--- src/rtl/pll_reset_pkg.sv ---
// Shared types and helpers for the PLL bring-up reset sequencer.
// The FSM encoding is fixed because the state is exported for debug.
package pll_reset_pkg;

    typedef enum logic [1:0] {
        WAIT_LOCK = 2'd0,
        SETTLE    = 2'd1,
        HOLD      = 2'd2,
        RUN       = 2'd3
    } pll_state_e;

    // Width of a counter that must reach the larger of the two intervals
    function automatic int cnt_width(input int lock_cycles, input int hold_cycles);
        int max_v;
        if (lock_cycles > hold_cycles) begin
            max_v = lock_cycles;
        end else begin
            max_v = hold_cycles;
        end
        return $clog2(max_v + 1);
    endfunction

endpackage

--- src/rtl/pll_reset_sequencer_sync_2ff.sv ---
// Generic 1-bit two-flop synchroniser for asynchronous level inputs.
// Both stages clear to 0 under the synchronous reset.
module sync_2ff (
    input  logic clk,
    input  logic reset,
    input  logic d,
    output logic q
);

    logic meta_r;
    logic q_r;

    // Two-stage capture of the asynchronous input
    always_ff @(posedge clk) begin
        if (reset) begin
            meta_r <= 1'b0;
            q_r    <= 1'b0;
        end else begin
            meta_r <= d;
            q_r    <= meta_r;
        end
    end

    assign q = q_r;

endmodule

--- src/rtl/pll_reset_sequencer.sv ---
// Bring-up sequencer: waits for a stable PLL lock, holds the system reset for a
// fixed interval, and re-enters reset on lock loss or a software request.
module pll_reset_sequencer
    import pll_reset_pkg::*;
#(
    parameter int LOCK_STABLE_CYCLES = 1024,
    parameter int RESET_HOLD_CYCLES  = 16,
    parameter int LOSS_COUNT_WIDTH   = 8
) (
    input  logic                        clk_1x,
    input  logic                        reset,
    input  logic                        locked,
    input  logic                        soft_reset,
    output logic                        reset_out,
    output logic                        ready,
    output logic [1:0]                  state,
    output logic [LOSS_COUNT_WIDTH-1:0] lock_loss_count
);

    localparam int CNT_W = cnt_width(LOCK_STABLE_CYCLES, RESET_HOLD_CYCLES);
    localparam logic [CNT_W-1:0] CNT_ZERO    = {CNT_W{1'b0}};
    localparam logic [CNT_W-1:0] CNT_ONE     = CNT_W'(1);
    localparam logic [CNT_W-1:0] SETTLE_LAST = CNT_W'(LOCK_STABLE_CYCLES - 1);
    localparam logic [CNT_W-1:0] HOLD_LAST   = CNT_W'(RESET_HOLD_CYCLES - 1);
    localparam logic [LOSS_COUNT_WIDTH-1:0] LOSS_ZERO = {LOSS_COUNT_WIDTH{1'b0}};
    localparam logic [LOSS_COUNT_WIDTH-1:0] LOSS_ONE  = LOSS_COUNT_WIDTH'(1);
    localparam logic [LOSS_COUNT_WIDTH-1:0] LOSS_MAX  = {LOSS_COUNT_WIDTH{1'b1}};

    logic                        locked_s;
    pll_state_e                  state_r;
    pll_state_e                  next_state_s;
    logic [CNT_W-1:0]            cnt_r;
    logic [CNT_W-1:0]            cnt_next_s;
    logic                        loss_inc_s;
    logic [LOSS_COUNT_WIDTH-1:0] loss_cnt_r;
    logic [LOSS_COUNT_WIDTH-1:0] loss_next_s;
    logic                        reset_out_r;
    logic                        ready_r;

    sync_2ff u_lock_sync (
        .clk   (clk_1x),
        .reset (reset),
        .d     (locked),
        .q     (locked_s)
    );

    // Next-state and interval counter; lock loss takes priority over soft_reset
    always_comb begin
        next_state_s = state_r;
        cnt_next_s   = cnt_r;
        loss_inc_s   = 1'b0;
        case (state_r)
            WAIT_LOCK: begin
                if (locked_s) begin
                    next_state_s = SETTLE;
                    cnt_next_s   = CNT_ZERO;
                end else begin
                    next_state_s = WAIT_LOCK;
                end
            end
            SETTLE: begin
                if (!locked_s) begin
                    next_state_s = WAIT_LOCK;
                end else if (cnt_r == SETTLE_LAST) begin
                    next_state_s = HOLD;
                    cnt_next_s   = CNT_ZERO;
                end else begin
                    cnt_next_s   = cnt_r + CNT_ONE;
                end
            end
            HOLD: begin
                if (!locked_s) begin
                    next_state_s = WAIT_LOCK;
                end else if (cnt_r == HOLD_LAST) begin
                    next_state_s = RUN;
                    cnt_next_s   = CNT_ZERO;
                end else begin
                    cnt_next_s   = cnt_r + CNT_ONE;
                end
            end
            RUN: begin
                if (!locked_s) begin
                    next_state_s = WAIT_LOCK;
                    loss_inc_s   = 1'b1;
                end else if (soft_reset) begin
                    next_state_s = HOLD;
                    cnt_next_s   = CNT_ZERO;
                end else begin
                    next_state_s = RUN;
                end
            end
            default: begin
                next_state_s = WAIT_LOCK;
                cnt_next_s   = CNT_ZERO;
            end
        endcase
    end

    // Saturating lock-loss counter increment
    always_comb begin
        loss_next_s = loss_cnt_r;
        if (loss_inc_s && (loss_cnt_r != LOSS_MAX)) begin
            loss_next_s = loss_cnt_r + LOSS_ONE;
        end else begin
            loss_next_s = loss_cnt_r;
        end
    end

    // State, counters and outputs; outputs follow next-state so they move with the state
    always_ff @(posedge clk_1x) begin
        if (reset) begin
            state_r     <= WAIT_LOCK;
            cnt_r       <= CNT_ZERO;
            loss_cnt_r  <= LOSS_ZERO;
            reset_out_r <= 1'b1;
            ready_r     <= 1'b0;
        end else begin
            state_r     <= next_state_s;
            cnt_r       <= cnt_next_s;
            loss_cnt_r  <= loss_next_s;
            reset_out_r <= (next_state_s != RUN);
            ready_r     <= (next_state_s == RUN);
        end
    end

    assign reset_out       = reset_out_r;
    assign ready           = ready_r;
    assign state           = state_r;
    assign lock_loss_count = loss_cnt_r;

endmodule

--- config.mk ---
export PLATFORM = sky130hd
export DESIGN_NAME = pll_reset_sequencer
export DESIGN_NICKNAME = d
export VERILOG_FILES = /design/src/rtl/pll_reset_pkg.sv /design/src/rtl/pll_reset_sequencer_sync_2ff.sv /design/src/rtl/pll_reset_sequencer.sv
export SDC_FILE = /design/constraint.sdc
export NUM_CORES = 1
export LEC_CHECK = 0
export ABC_AREA = 1
export BUFFER_PORTS_ARGS = -buffer_cell sky130_fd_sc_hd__buf_4
export CORE_UTILIZATION = 55
export CTS_CLUSTER_DIAMETER = 80
export CTS_CLUSTER_SIZE = 12
export DETAILED_ROUTE_END_ITERATION = 16
export PLACE_DENSITY = 0.85
export SLEW_MARGIN = 20
export SYNTH_ARGS = -nofsm -noshare
export SYNTH_HDL_FRONTEND = slang
export SYNTH_SLANG_ARGS = --single-unit
--- constraint.sdc ---
create_clock -name clk_1x -period 2.1 [get_ports clk_1x]
set_clock_uncertainty 0.05 [all_clocks]
set_input_delay 0.105 -clock clk_1x [delete_from_list [all_inputs] [get_ports clk_1x]]
set_output_delay 0.105 -clock clk_1x [all_outputs]
set_load 0.05 [all_outputs]
==> results.md, run 1 <==
- Layout cell share with drive strength beyond 1: 0.137
- Cell Count, Final, Fillers Out: 254
- Slew Limit Headroom: 0.811
- IO Pins: 16
- Worst-margin pin slew: 283 ps
- CTS tree: done
- Via-to-Cell Ratio: 5.01
- CP Class: reg -> reg
- CTS buffer count: 3
- Outcome: complete, no violations
- Max stage delay on crit path: 410 ps
- CP Buf/Inv Count: 1
- Minimum hold slack: 158 ps
- Post-layout nets: 238
- Wirelength, routed: 2.80 mm
- Setup ws final: 158 ps
- CP Launch Type: flop
- Most used cell, CP: nor2_1
- Peak supply drop: 589 uV
- Final Cycle Share: 0.925
- #FFs+latches synth: 25
- Post-synth top cells: 56 x nand2_1, 28 x nor2_1, 26 x inv_1
- F_max: 515 MHz
- Pwr dens: 464 nW/um^2
- Setup TNS: 0 ps
- Post-Syn Instances: 206
- Vias in the first global route: 1100
- # DRC: 0
- Post-synth top area cell: dfxtp_1
- Top FF cell, synth: dfxtp_1
- Clock sinks: 25
- Drt first pass iters: 6
- Synthesized cell area: 1410 um^2
- RR Startpoint: state[1]
- Critical Path Start: state[1]
- Slew Viols, Final: 0
- Final Hold Viols: 0
- Die width: 52.6 um
- Setup WS pre-CTS: 232 ps
- Yosys top cell area share: 0.355
- Ranking of synthesized cells by area: dfxtp_1 35%, nand2_1 15%, nor2_1 7.5%, inv_1 6.9%, ha_1 6.2%
- DR WL/cell: 11.0 um
- CP delay by family, top: simple AND/OR/NAND/NOR gates
- DRT iter0 DRCs: 35
- Syn nets: 217
- Initial Util: 0.608
- Synthesized area per cell: 6.85 um^2
- Crit end category: flop
- Layout area overhead: 13.5%
- Min Tclk post-route: 1940 ps
- Buffers added on ports: 15
- Hpwl dp: 2.03 mm
- Via count: 1273
- Worst R2R Setup Slack: 160 ps
- RSZ-0062 raised after global routing: no
- Setup violators final: 0
- Die Ht: 52.6 um
- Count of different cell masters after synthesis: 23
- Synthesis warning total: 0
- Largest net degree at the start of global routing: 16
- FP Rows: 17
- Total chip power: 0.743 mW
- Antenna violations before repair: 0
- CORE AREA: 2320 um^2
- CP Max Fanout: 15
- Total die area: 2770 um^2
- Worst Min Path Start: soft_reset
- Ant. Diodes: 0
- Final ANT Viol Nets: 0
- Top-count cell post-synth: nand2_1
- Total global-route track usage: 0.234
- Grt ovf: 0
- Crit-path cells: inv_1 > ha_1 > nor2_1 > nand3_1 > nand2_2 > nand2_1 > nor2_1 > nand2_1 > o21ai_1 > nor2_1
- H-tree depth: 1
- Clk slew on worst S/H paths: 130 ps
- Leakage: 0.754 nW
- Post-synthesis sequential area ratio: 0.355
- Slowest CP cell: dfxtp_1
- Dpl cells: 247
- Post-CTS Setup Bufs: 0
- Max capacitance violation total: 0
- CTS Buffer Depth: 2
- Worst hold path type: in -> reg
- GPL Wtd Cong: 0.861
- Root buffer cell: clkbuf_4
- Clk_lat worst skew: 320 ps
- First-pass GRT wire length: 4.74 mm
- Number of synthesized flops with an enable pin: 0
- CP required: 2280 ps
- FFs w/ async S/R, synth: 0
- CP arrival: 2120 ps
==> final timing paths <==
kind / to / depth (start not counted)
min: reset_out / 5
max reg2reg: cnt_r[7] / 10
min reg2reg: u_lock_sync.q / 2
max: cnt_r[7] / 10
==> tightest hold or removal path: stages <==
cell,delay [ps]
buf_4,90
o21bai_1,60
a21oi_1,110
nand2_1,70
nand4_1,70
==> logic make-up after synthesis <==
| kind of cell | share of synthesized area |
|---|---|
| buffers and inverters | 0.0852 |
| DFF | 0.355 |
| xor gates and xnor gates | 0.0559 |
| and+or+nand+nor | 0.365 |
| AOI/OAI and AO/OA | 0.0772 |
| adders and majority gates | 0.0621 |
==> per-layer routing <==
metal  GRT usage  vias up  part of all wire
li1            -      684                 -
met2       0.365       41              0.45
met3      0.0348        5             0.049
met1       0.315      543              0.48
met5           0        -                 0
met4       0.105        0             0.019
==> area by class of cell <==
cell class,instances,area (um^2)
fillers,200,718
well taps,28,35.0
inverters,28,105
repair buffers,18,143
flip-flops and latches,25,500
multi-input cells,151,790
clock buffers,3,22.5
clock inverters,1,5.00
==> registers in the layout, indices dropped and copies added, names as in the netlist <==
name                count
cnt_r                  11
lock_loss_count         8
ready                   1
reset_out               1
state                   2
u_lock_sync.meta_r      1
u_lock_sync.q           1
==> repair_timing <==
action	4_1_cts	5_1_grt
endpoints found under the hold margin	9	0
hold buffers	3	0
resized for setup	0	0
==> through the flow <==
step / area [um^2] / utilization
floorplan: 1410 / -
global placement: 1540 / 0.665
detailed placement: 1540 / 0.665
CTS: 1600 / 0.690
global route: 1600 / 0.690
finish: 1600 / 0.690
==> power breakdown <==
group	internal (mW)	leakage, nW	total, mW	switching, mW
Combinational	0.0182	0.534	0.0472	0.0291
Sequential	0.478	0.202	0.482	0.00362
Clock	0.0715	0.0177	0.214	0.142
==> placed cells by master (no fill, tap or decap), drive strengths merged <==
cell type / count
o21bai: 1
nor2: 32
dlygate4sd3: 3
clkinv: 1
ha: 7
nand3b: 1
clkbuf: 3
dfxtp: 25
nor3: 5
nand2: 60
nand3: 13
nand4: 5
xor2: 6
buf: 15
a21oi: 9
inv: 28
xnor2: 3
o21ai: 9
Power figures use the tool's default switching activity.
==> run 2, diff against run 1 <==
--- a/config.mk
+++ b/config.mk
@@ -6,7 +6,7 @@
 export NUM_CORES = 1
 export LEC_CHECK = 0
 export ABC_AREA = 1
-export BUFFER_PORTS_ARGS = -buffer_cell sky130_fd_sc_hd__buf_4
+export BUFFER_PORTS_ARGS = -buffer_cell sky130_fd_sc_hd__buf_2
 export CORE_UTILIZATION = 55
 export CTS_CLUSTER_DIAMETER = 80
 export CTS_CLUSTER_SIZE = 12
==> run 2 against run 1 <==
  * Total power fell by 0.51%
  * Worst hold slack worse by 130 ps
  * Critical endpoint unchanged
  * First-iteration DRC count increased by 31%
  * Clock power about the same
==> results.md, run 2 (same netlist as run 1, synthesis figures left out) <==
- FF+latch area: 500 um^2 (unchanged)
- Final ANT Viol Nets: 0 (unchanged)
- Largest register FFs: 11 (unchanged)
- CTS Buffer Depth: 2 (unchanged)
- Switching Share: 0.234 (-0.00182)
- Core Util, Final: 0.665 (-0.0254)
- Slew Viols, Final: 0 (unchanged)
- Slowest CP cell: dfxtp_1
- CP Max Fanout: 15 (unchanged)
- Largest register by flop count: cnt_r
- Flop pwr share: 0.652 (+0.003)
- Post-CTS sizing: 0 (unchanged)
- Worst-margin pin slew: 296 ps (+12.7 ps)
- Min Tclk post-route: 1860 ps (-78.8 ps)
- Initial Util: 0.608 (unchanged)
- Max stage delay on crit path: 430 ps (+20 ps)
- Commonest non-fill, non-tap cells in the layout: 56 x nand2_1, 28 x nor2_1, 26 x inv_1
- Worst hold path type: in -> reg
- Total global-route track usage: 0.215 (-0.0193)
- First-pass GRT wire length: 4.46 mm (-5.8%)
- Die Ht: 52.6 um (unchanged)
- Root buffer cell: clkbuf_4
- Minimum hold slack: 32.7 ps (-126 ps)
- Pint: 0.567 mW (-0.27%)
- Leakage: 0.738 nW (-2.1%)
- Hpwl dp: 2.05 mm (+1.1%)
- F_max: 537 MHz (+4.2%)
- Clk slew on worst S/H paths: 130 ps (about the same)
- Vias in the first global route: 1048 (-4.7%)
- CP Launch Type: flop
- DR WL/cell: 10.5 um (-5.1%)
- Cell Count, Final, Fillers Out: 252 (-0.79%)
- Via count: 1258 (-1.2%)
- Clk_lat worst skew: 320 ps (about the same)
- Antenna violations before repair: 0 (unchanged)
- DRT iter0 DRCs: 46 (+31%)
- H-tree depth: 1 (unchanged)
- GPL Wtd Cong: 0.911 (+5.8%)
- Drt first pass iters: 4 (-2)
- CP Class: reg -> reg
- Grt ovf: 0 (unchanged)
- Ant. Diodes: 0 (unchanged)
- Layout area overhead: 9.32%
- Wirelength, routed: 2.64 mm (-5.8%)
- Fill cells: 200 (unchanged)
- Final Hold Viols: 0 (unchanged)
- Commonest non-fill, non-tap cell in the layout: nand2_1
- Peak supply drop: 387 uV (-34%)
- Final Cycle Share: 0.887 (-0.0375)
- Setup TNS: 0 ps (unchanged)
- CTS tree: done
- RSZ-0062 raised after global routing: no
- Slew Limit Headroom: 0.801 (-0.00930)
- FP Rows: 17 (unchanged)
- CTS buffer count: 3 (unchanged)
- Die width: 52.6 um (unchanged)
- Fin area: 1540 um^2 (-3.7%)
- Layout cell share with drive strength beyond 1: 0.134 (-0.00324)
- NetSw: 0.173 mW (-1.3%)
- Gate power share: 0.056 (-0.008)
- Crit end category: flop
- Clock sinks: 25 (unchanged)
- Via-to-Cell Ratio: 4.99 (-0.39%)
- Setup violators final: 0 (unchanged)
- Clock power frac: 0.292 (+0.004)
- Multi-input gate area: 790 um^2 (unchanged)
- Max capacitance violation total: 0 (unchanged)
- Total die area: 2770 um^2 (unchanged)
- # DRC: 0 (unchanged)
- Post-CTS Setup Bufs: 0 (unchanged)
- CORE AREA: 2320 um^2 (unchanged)
- Dpl cell area: 1510 um^2 (-2.4%)
- Largest net degree at the start of global routing: 16 (unchanged)
- Post-layout nets: 236 (-0.84%)
- Dpl cells: 247 (unchanged)
- Buffers added on ports: 15 (unchanged)
- Pwr dens: 480 nW/um^2 (+3.3%)
- CP arrival: 2050 ps (-70 ps)
- Crit-path cells: inv_1 > ha_1 > inv_1 > nand3_1 > nand2_2 > nand2_1 > nor2_1 > nand2_1 > o21ai_1 > nor2_1
- Outcome: complete, no violations
- IO Pins: 16 (unchanged)
- CP required: 2280 ps (about the same)
## run 2: cell types whose count changed in the layout (fill, tap and decap cells not counted), sizes merged
cell         before  now
clkinv            1    0
dlygate4sd3       3    1
clkbuf            3    4
## run 2: stage by stage
| stage | power, mW | worst slack [ps] |
|---|---|---|
| 2_1_floorplan | 0.525 | 163 |
| 3_3_place_gp | 0.532 | 353 |
| 3_5_place_dp | 0.533 | 271 |
| 4_1_cts | 0.750 | 246 |
| 5_1_grt | 0.768 | 33.4 |
| 6_report | 0.739 | 237 |
## run 2: final cells by class
type	count	area share
multi-input cells	151	0.512
flip-flops and latches	25	0.325
inverters	28	0.0682
repair buffers	16	0.0552
well taps	28	0.0227
clock buffers	4	0.0170
## run 2: path summary, 6_finish.rpt
path                                          from                  to  slack, ps  cells after the start
worst max-delay path                      state[0]            cnt_r[7]        240                     10
worst min-delay path                         reset  lock_loss_count[4]         30                      2
worst max register to register            state[0]            cnt_r[7]        240                     10
worst min register to register  u_lock_sync.meta_r       u_lock_sync.q        380                      2
## run 2: timing repair
action | in CTS | in global routing
hold endpoints to repair | 1 | 0
endpoints found under the setup margin | 0 | 0
hold buffers | 1 | 0
## run 2: power groups by stage
stage	clock network [mW]	logic [mW]	registers [mW]
after floorplan	0	0.0311	0.493
after CTS	0.226	0.0419	0.482
final	0.216	0.0415	0.482
after global routing	0.237	0.0475	0.483
after global placement	0	0.0398	0.492
after detailed placement	0	0.0402	0.493
## run 2: critical path, delay by kind of cell (launching register included)
family          cells  cell delay [ps]
simple gates        6              710
flops               1              430
compound gates      1              110
fa+ha+maj           1              270
buf+inv             2              200
## run 2: layer usage
| metal | wire length, um | global-route usage |
|---|---|---|
| met2 | 1140 | 0.329 |
| met4 | 23 | 0.0789 |
| met1 | 1380 | 0.305 |
| met3 | 91 | 0.0261 |
| met5 | 0 | 0 |
==> run 3, diff against run 2 <==
--- a/config.mk
+++ b/config.mk
@@ -7,6 +7,7 @@
 export LEC_CHECK = 0
 export ABC_AREA = 1
 export BUFFER_PORTS_ARGS = -buffer_cell sky130_fd_sc_hd__buf_2
+export CORE_MARGIN = 2
 export CORE_UTILIZATION = 55
 export CTS_CLUSTER_DIAMETER = 80
 export CTS_CLUSTER_SIZE = 12
@@ -16,3 +17,4 @@
 export SYNTH_ARGS = -nofsm -noshare
 export SYNTH_HDL_FRONTEND = slang
 export SYNTH_SLANG_ARGS = --single-unit
+export TNS_END_PERCENT = 10
==> constraint.sdc (replaced) <==
create_clock -name clk_1x -period 2.1 [get_ports clk_1x]
set_clock_uncertainty 0.05 [all_clocks]
set_input_delay 0.105 -clock clk_1x [delete_from_list [all_inputs] [get_ports clk_1x]]
set_output_delay 0.105 -clock clk_1x [all_outputs]
set_load 0.005 [all_outputs]
==> run 3 against run 2 <==
  * Sequential share of layout area down 0.053 points
  * Clock power down 6%
  * Final cell count up 0.79%
  * Final area up 0.16%
  * Combinational power down 4.8%
  * Fmax up 0.36%
  * Die area up 7.7%
  * Worst hold slack better by 11 ps
  * Count of clock-buffer cells in the layout unchanged
  * Global-route usage down 2.6 points
  * Critical path depth unchanged
  * Routed wire length down 1.0%
==> results.md, run 3 (same netlist as run 1, synthesis figures left out) <==
- Outcome: complete, no violations
- Gate power share: 0.054 (-0.002)
- Final Cycle Share: 0.884 (-0.00317)
- Setup violators final: 0 (unchanged)
- Post-CTS sizing: 0 (unchanged)
- CP Launch Type: flop
- Clk_lat worst skew: 300 ps (-20 ps)
- CP Class: reg -> reg
- RR Startpoint: state[0]
- CTS buffer count: 3 (unchanged)
- Largest register by flop count: cnt_r
- IO Pins: 16 (unchanged)
- Flop pwr share: 0.664 (+0.012)
- DR WL/cell: 10.3 um (-1.8%)
- FP Rows: 18 (+1)
- Slew Limit Headroom: 0.807 (+0.00571)
- Slowest CP cell: dfxtp_1
- CP Max Fanout: 15 (unchanged)
- Total global-route track usage: 0.189 (-0.0258)
- Total die area: 2980 um^2 (+7.7%)
- Post-layout nets: 236 (unchanged)
- Dpl cell area: 1510 um^2 (+0.17%)
- Layout cell share with drive strength beyond 1: 0.134 (unchanged)
- CTS Buffer Depth: 2 (unchanged)
- Pwr dens: 469 nW/um^2 (-2.1%)
- Antenna violations before repair: 0 (unchanged)
- Core Util, Final: 0.629 (-0.0359)
- Worst hold path type: in -> reg
- NetSw: 0.159 mW (-8.0%)
- GPL Wtd Cong: 0.852 (-6.5%)
- Crit end category: flop
- Slew Viols, Final: 0 (unchanged)
- Final ANT Viol Nets: 0 (unchanged)
- Leakage: 0.738 nW (unchanged)
- Fin area: 1540 um^2 (+0.16%)
- Crit-path cells: inv_1 > ha_1 > inv_1 > nand3_1 > nand2_2 > nand2_1 > nor2_1 > nand2_1 > o21ai_1 > nor2_1
- Max capacitance violation total: 0 (unchanged)
- Die width: 54.6 um (+3.8%)
- H-tree depth: 1 (unchanged)
- Switching Share: 0.219 (-0.0144)
- Grt ovf: 0 (unchanged)
- Clock sinks: 25 (unchanged)
- CP required: 2260 ps (-20 ps)
- DRT iter0 DRCs: 25 (-46%)
- Clock power frac: 0.281 (-0.011)
- Initial Util: 0.574 (-0.0338)
- CORE AREA: 2450 um^2 (+5.9%)
- Worst Min Path Start: reset
- Via-to-Cell Ratio: 4.99 (about the same)
- Via count: 1268 (+0.79%)
- Commonest non-fill, non-tap cell in the layout: nand2_1
- Critical Path Start: state[0]
- Drt first pass iters: 4 (unchanged)
- Layout area overhead: 9.49%
- Commonest non-fill, non-tap cells in the layout: 56 x nand2_1, 28 x nor2_1, 26 x inv_1
- Setup TNS: 0 ps (unchanged)
- Vias in the first global route: 1025 (-2.2%)
- Min Tclk post-route: 1860 ps (-6.66 ps)
- RSZ-0062 raised after global routing: no
- Peak supply drop: 412 uV (+6.5%)
- Final Hold Viols: 0 (unchanged)
- Clk slew on worst S/H paths: 130 ps (about the same)
- Die Ht: 54.6 um (+3.8%)
- CP arrival: 2020 ps (-30 ps)
- Max stage delay on crit path: 420 ps (about the same)
- Wirelength, routed: 2.61 mm (-1.0%)
- Post-CTS Setup Bufs: 0 (unchanged)
- Root buffer cell: clkbuf_4
- CTS tree: done
- Ant. Diodes: 0 (unchanged)
- First-pass GRT wire length: 4.15 mm (-7.1%)
- Worst-margin pin slew: 288 ps (-7.37 ps)
- # DRC: 0 (unchanged)
- Largest net degree at the start of global routing: 16 (unchanged)
- F_max: 539 MHz (+0.36%)
- Largest register FFs: 11 (unchanged)
- Pint: 0.566 mW (-0.10%)
- Hpwl dp: 2.02 mm (-1.8%)
- Buffers added on ports: 15 (unchanged)
## run 3: cell counts in the layout (fill, tap and decap cells not counted)
No cell type changed its count.
## run 3: final timing paths
| kind | depth (start not counted) | slack (ps) | to |
|---|---|---|---|
| worst min register to register | 2 | 370 | u_lock_sync.q |
| worst max register to register | 10 | 240 | cnt_r[7] |
| worst max-delay path | 10 | 240 | cnt_r[7] |
| worst min-delay path | 2 | 40 | lock_loss_count[5] |
## run 3: timing repair
item                       CTS  global route
hold buffers                 1             0
setup endpoints to repair    0             0
hold endpoints to repair     1             0
## run 3: per-stage QoR
step / power (mW) / setup slack (ps) / std cells / hold WS (ps)
2_1_floorplan: 0.523 / 569 / 206 / 162
3_3_place_gp: 0.529 / 359 / 249 / 259
3_5_place_dp: 0.530 / 292 / 249 / 264
4_1_cts: 0.737 / 288 / 254 / 30.9
5_1_grt: 0.758 / 82.9 / 254 / 37.5
6_report: 0.725 / 243 / 254 / 43.9
## run 3: power groups by stage
stage	Sequential [mW]	Combinational, mW	Clock (mW)
2_1_floorplan	0.492	0.0311	0
3_3_place_gp	0.492	0.0374	0
3_5_place_dp	0.492	0.0379	0
4_1_cts	0.482	0.0396	0.216
5_1_grt	0.483	0.0447	0.231
6_report	0.482	0.0395	0.204
## run 3: layout make-up
| type | instances | area, um^2 |
|---|---|---|
| clock buffer | 4 | 26.3 |
| timing repair buffer | 16 | 85.1 |
| inverter | 28 | 105 |
| sequential | 25 | 500 |
| multi-input combinational | 151 | 790 |
| tap | 30 | 37.5 |
| fill | 233 | 911 |
## run 3: worst max-delay path: cells and delay by family (launching register included)
| kind | cells | cell delay, ps |
|---|---|---|
| DFF | 1 | 420 |
| buffers and inverters | 2 | 200 |
| adders and majority gates | 1 | 260 |
| AOI/OAI and AO/OA | 1 | 110 |
| and+or+nand+nor | 6 | 720 |
## run 3: per-layer routing
metal | share of wire | vias up | GRT usage
met1 | 0.52 | 565 | 0.251
li1 | - | 681 | -
met4 | 0.0077 | 0 | 0.0667
met3 | 0.034 | 2 | 0.0301
met2 | 0.44 | 20 | 0.308
met5 | 0 | - | 0
